$ cat config.mk
export PLATFORM = sky130hd
export DESIGN_NAME = qs_fifo_flex
export DESIGN_NICKNAME = d
export VERILOG_FILES = /design/src/rtl/qs_fifo_flex.sv
export SDC_FILE = /design/constraint.sdc
export NUM_CORES = 1
export LEC_CHECK = 0
export ABC_AREA = 1
export ABC_CLOCK_PERIOD_IN_PS = 1800
export BUFFER_PORTS_ARGS = -buffer_cell sky130_fd_sc_hd__clkbuf_2
export CORE_UTILIZATION = 55
export CTS_CLUSTER_DIAMETER = 150
export DETAILED_ROUTE_END_ITERATION = 8
export PLACE_DENSITY = 0.83
export SETUP_SLACK_MARGIN = 0.02
export SYNTH_ARGS = -nofsm -noshare
export SYNTH_HDL_FRONTEND = slang
export SYNTH_SLANG_ARGS = --single-unit
$ cat constraint.sdc
create_clock -name clk -period 1.8 [get_ports clk]
set_input_delay 0.18 -clock clk [delete_from_list [all_inputs] [get_ports clk]]
set_output_delay 0.18 -clock clk [all_outputs]
set_load 0.05 [all_outputs]
$ cat src/rtl/qs_fifo_flex.sv
// Synchronous elastic buffer for the qs datapath: any depth, FWFT or registered
// read, occupancy count, programmable almost flags and sticky error flags.
module qs_fifo_flex #(
    parameter int DATA_W    = 8,
    parameter int DEPTH     = 16,
    parameter int FWFT      = 1,
    parameter int AF_THRESH = DEPTH - 2,
    parameter int AE_THRESH = 1,
    localparam int CNT_W    = $clog2(DEPTH + 1)
) (
    input  logic              clk,
    input  logic              reset_n,
    input  logic              push_i,
    input  logic [DATA_W-1:0] push_data_i,
    input  logic              pop_i,
    output logic [DATA_W-1:0] pop_data_o,
    output logic              full_o,
    output logic              empty_o,
    output logic              almost_full_o,
    output logic              almost_empty_o,
    output logic [CNT_W-1:0]  count_o,
    output logic              overflow_o,
    output logic              underflow_o,
    input  logic              err_clr_i
);

    localparam int PTR_W_RAW = $clog2(DEPTH);
    localparam int PTR_W     = (PTR_W_RAW < 1) ? 1 : PTR_W_RAW;

    localparam logic [PTR_W-1:0] PTR_LAST = PTR_W'(DEPTH - 1);
    localparam logic [CNT_W-1:0] CNT_FULL = CNT_W'(DEPTH);
    localparam logic [CNT_W-1:0] AF_LVL   = CNT_W'(AF_THRESH);
    localparam logic [CNT_W-1:0] AE_LVL   = CNT_W'(AE_THRESH);

    logic [DATA_W-1:0] mem [DEPTH];

    logic [PTR_W-1:0]  wr_ptr_q, wr_ptr_d;
    logic [PTR_W-1:0]  rd_ptr_q, rd_ptr_d;
    logic [CNT_W-1:0]  count_q, count_d;
    logic              overflow_q, overflow_d;
    logic              underflow_q, underflow_d;

    logic              full;
    logic              empty;
    logic              push_acc;
    logic              pop_acc;
    logic              push_err;
    logic              pop_err;
    logic [DATA_W-1:0] head_data;

    assign full  = (count_q == CNT_FULL);
    assign empty = (count_q == '0);

    // A push into a full FIFO is still taken when a pop frees the head slot.
    always_comb begin
        push_acc = push_i & (~full | pop_i);
        pop_acc  = pop_i & ~empty;
        push_err = push_i & full & ~pop_i;
        pop_err  = pop_i & empty;
    end

    always_comb begin
        wr_ptr_d = wr_ptr_q;
        rd_ptr_d = rd_ptr_q;
        if (push_acc) begin
            wr_ptr_d = (wr_ptr_q == PTR_LAST) ? '0 : wr_ptr_q + PTR_W'(1);
        end
        if (pop_acc) begin
            rd_ptr_d = (rd_ptr_q == PTR_LAST) ? '0 : rd_ptr_q + PTR_W'(1);
        end
    end

    always_comb begin
        count_d = count_q;
        case ({push_acc, pop_acc})
            2'b10:   count_d = count_q + CNT_W'(1);
            2'b01:   count_d = count_q - CNT_W'(1);
            default: count_d = count_q;
        endcase
    end

    // Set has priority over clear so an error in the clearing cycle is not lost.
    always_comb begin
        overflow_d  = (overflow_q & ~err_clr_i) | push_err;
        underflow_d = (underflow_q & ~err_clr_i) | pop_err;
    end

    always_ff @(posedge clk or negedge reset_n) begin
        if (!reset_n) begin
            wr_ptr_q    <= '0;
            rd_ptr_q    <= '0;
            count_q     <= '0;
            overflow_q  <= 1'b0;
            underflow_q <= 1'b0;
        end else begin
            wr_ptr_q    <= wr_ptr_d;
            rd_ptr_q    <= rd_ptr_d;
            count_q     <= count_d;
            overflow_q  <= overflow_d;
            underflow_q <= underflow_d;
        end
    end

    always_ff @(posedge clk) begin
        if (push_acc) begin
            mem[wr_ptr_q] <= push_data_i;
        end
    end

    assign head_data = mem[rd_ptr_q];

    generate
        if (FWFT != 0) begin : g_fwft
            // Masked while empty so the uninitialised storage never leaks out.
            assign pop_data_o = empty ? '0 : head_data;
        end else begin : g_registered
            logic [DATA_W-1:0] pop_data_q, pop_data_d;

            always_comb begin
                pop_data_d = pop_data_q;
                if (pop_acc) begin
                    pop_data_d = head_data;
                end
            end

            always_ff @(posedge clk or negedge reset_n) begin
                if (!reset_n) begin
                    pop_data_q <= '0;
                end else begin
                    pop_data_q <= pop_data_d;
                end
            end

            assign pop_data_o = pop_data_q;
        end
    endgenerate

    assign count_o        = count_q;
    assign full_o         = full;
    assign empty_o        = empty;
    assign almost_full_o  = (count_q >= AF_LVL);
    assign almost_empty_o = (count_q <= AE_LVL);
    assign overflow_o     = overflow_q;
    assign underflow_o    = underflow_q;

endmodule
==> metrics.txt <==
Post-Route WL=between 15000 and 20000 um; dpl hpwl=about 9000 um; starting DRC count in detailed routing=roughly 420; PD cells=1790 nW/um^2; FF/Latch Area=roughly 4200 sq um; Yosys cell types=27; ys flop type=edfxtp_1; Mapped Cells=roughly 660; final hold vios=0; LEAKAGE=roughly 3.6 nW; via count=approximately 5000; die extent in y=between 100 and 150 um; area of the multi-input gates=approximately 2200 sq um; vias per cell=around 5.6; GR Util met2=a little over two fifths; number of diodes=0; antenna viol nets, final=0; RSZ-0062 raised after global routing=true; core footprint=roughly 11000 sq um; clock slew at reported path FFs=~60 ps; row count=39; layer with the highest usage=met2; Crit Reg-Reg Endpoint=count_o[3]; Slew @ Worst Pin=between 400 and 500 ps; top cell type's share of synthesized area=approximately three fifths; Final Power=~15 mW; DIE WIDTH=roughly 110 um; mapped cell area=6480 sq um; Slew Limit Headroom=69.5%; CP startpoint kind=register; root buf cell=clkbuf_16; Slew Limit Fails=0; synthesized area per cell=just under 10 sq um; Crit Path Class=reg2out; Req. time, crit path=1620 ps; worst-path fanout max=10; largest net degree at the start of global routing=26; final worst path period share=121%; failing checks=negative setup slack; max-cap violations=0; met1 Use GR=around a third; vias in the first global route=between 4000 and 5000; Worst Hold Path Cells=3; Net Count, Synth=between 600 and 700; drt pass-1 iters=6; R2R cell count=12; Post-synth ARST share=between 10% and 20%; IO buf count=31; synth cell count leaders=nand2_1 (234), edfxtp_1 (128), inv_1 (100), nand3_1 (74), nor2_1 (21); top cells by area, synth=edfxtp_1 (59%), nand2_1 (14%), dfrtp_1 (5.8%); Hold EP=overflow_o; I/O pin count=32; area delta synth->final=29.6%; level count of the clock H-tree=4; number of placed instances, taps included=about 830; sequential area share after synthesis=around two thirds; register bit total from synthesis=between 100 and 150; CP Capture Type=output pin; met3 usage=under 10%; Nets=around 750; first-pass GRT wire length=about 24000 um; largest area contributor in the netlist=edfxtp_1; VDD IR max=around 2400 uV; WL/cell=approximately 18 um; clk sink count=~140; TritonCTS Buffers=17; most frequent cell after synthesis=nand2_1; GRT overflow=0; clk_lat worst skew=roughly 420 ps; reg2reg start=count_o[1]; Final WS setup=-375 ps; share of layout cells above drive strength 1=between 20% and 30%; Residual DRC=0; setup TNS=-2840 ps; total track usage=between 20% and 30%; EDFF count, synth=128; die footprint=between 10000 and 15000 sq um; Bufs on Longest Clock Path=2; Hold WC Path Type=in2reg; R2R Setup Slk=-120 ps; fin crit period=about 2200 ps; antenna violations before repair=0; status=finished, violations left; Fmax achieved=between 400 and 500 MHz; RePlAce Congestion=around 0.86; Worst Skew=about 8.8 ps; fill cell count=647; Initial Utilization=a little under three fifths; final non-filler cell total=just under 900; yosys warns=0; Worst Hold Launch=push_i; crit path DAT=roughly 2000 ps; TritonCTS clock tree=done; # setup viols final=11
-- power breakdown --
part           total (mW)  switching [mW]  leakage, nW  internal [mW]
logic                7.45            4.61         2.01           2.85
registers            4.31           0.257         1.33           4.05
clock network        3.23            1.25        0.273           1.99
total                15.0            6.11         3.62           8.89
-- cell usage in the layout, fill, tap and decap left out, types with 14 or more instances in the layout --
cell       instances
nor2_4            17
nand2_1          223
clkbuf_16         20
nand3_2           19
nand3_1           54
buf_4             22
inv_1             97
edfxtp_1         128
clkbuf_2          19
buf_12            14
-- flip-flops by register name, indices dropped and copies added (netlist names) --
name	count
underflow_o	1
mem	128
wr_ptr_q	4
overflow_o	1
count_o	5
rd_ptr_q	4
-- worst max-delay path: stages, from the launching register on --
cell and delay, ps:
dfrtp_2 470, inv_8 140, buf_12 150, nand2_2 50, nand2_1 70, nand2_1 70, nand3_1 110, nand3_1 110
a21oi_2 230, buf_12 170
-- metal layers --
metal,vias to the layer above,wire (um)
li1,2251,-
met1,2339,6030
met2,287,8280
met3,62,1270
met4,0,660
met5,-,0
-- worst max-delay path by stage --
stage	to	slack (ps)	cells past startpoint	start
after detailed placement	count_o[3]	-30	12	count_o[1]
after floorplan	count_o[3]	-310	12	count_o[1]
after CTS	pop_data_o[6]	-300	9	rd_ptr_q[0]
after global routing	pop_data_o[7]	-430	10	rd_ptr_q[0]
final	pop_data_o[4]	-380	9	rd_ptr_q[0]
after global placement	count_o[3]	50	12	count_o[1]
-- metrics by stage --
step / util (%) / area [sq um] / hold slack [ps] / setup slack [ps]
3_5_place_dp: 62.8 / 7200 / 131 / -30.6
3_3_place_gp: 62.8 / 7200 / 121 / 54.9
6_report: 73.2 / 8400 / 53.0 / -375
2_1_floorplan: - / 6640 / -116 / -311
4_1_cts: 70.0 / 8030 / 47.9 / -302
5_1_grt: 73.2 / 8400 / 59.0 / -435
-- kinds of logic after synthesis --
group	after synthesis	synth area share [%]
buf+inv	133	8.47
flops	143	65.1
compound gates	21	1.64
xor+xnor	9	1.22
fa+ha+maj	11	2.12
simple gates	338	21.4
-- area by class of cell --
| class | instances | area share (%) |
|---|---|---|
| clock inverter | 8 | 0.745 |
| multi-input combinational | 379 | 25.8 |
| inverter | 110 | 5.41 |
| timing repair inverter | 1 | 0.134 |
| timing repair buffer | 73 | 9.77 |
| clock buffer | 24 | 5.74 |
| sequential | 143 | 50.3 |
| tap | 143 | 2.13 |
-- timing repair --
action	4_1_cts	5_1_grt
pin swaps	7	22
setup buffers	2	12
hold buffers	2	0
endpoints found under the hold margin	17	0
gates cloned	3	2
setup endpoints to repair	11	99
resized for setup	47	55
No activity file was read; power rests on OpenSTA's default activity.
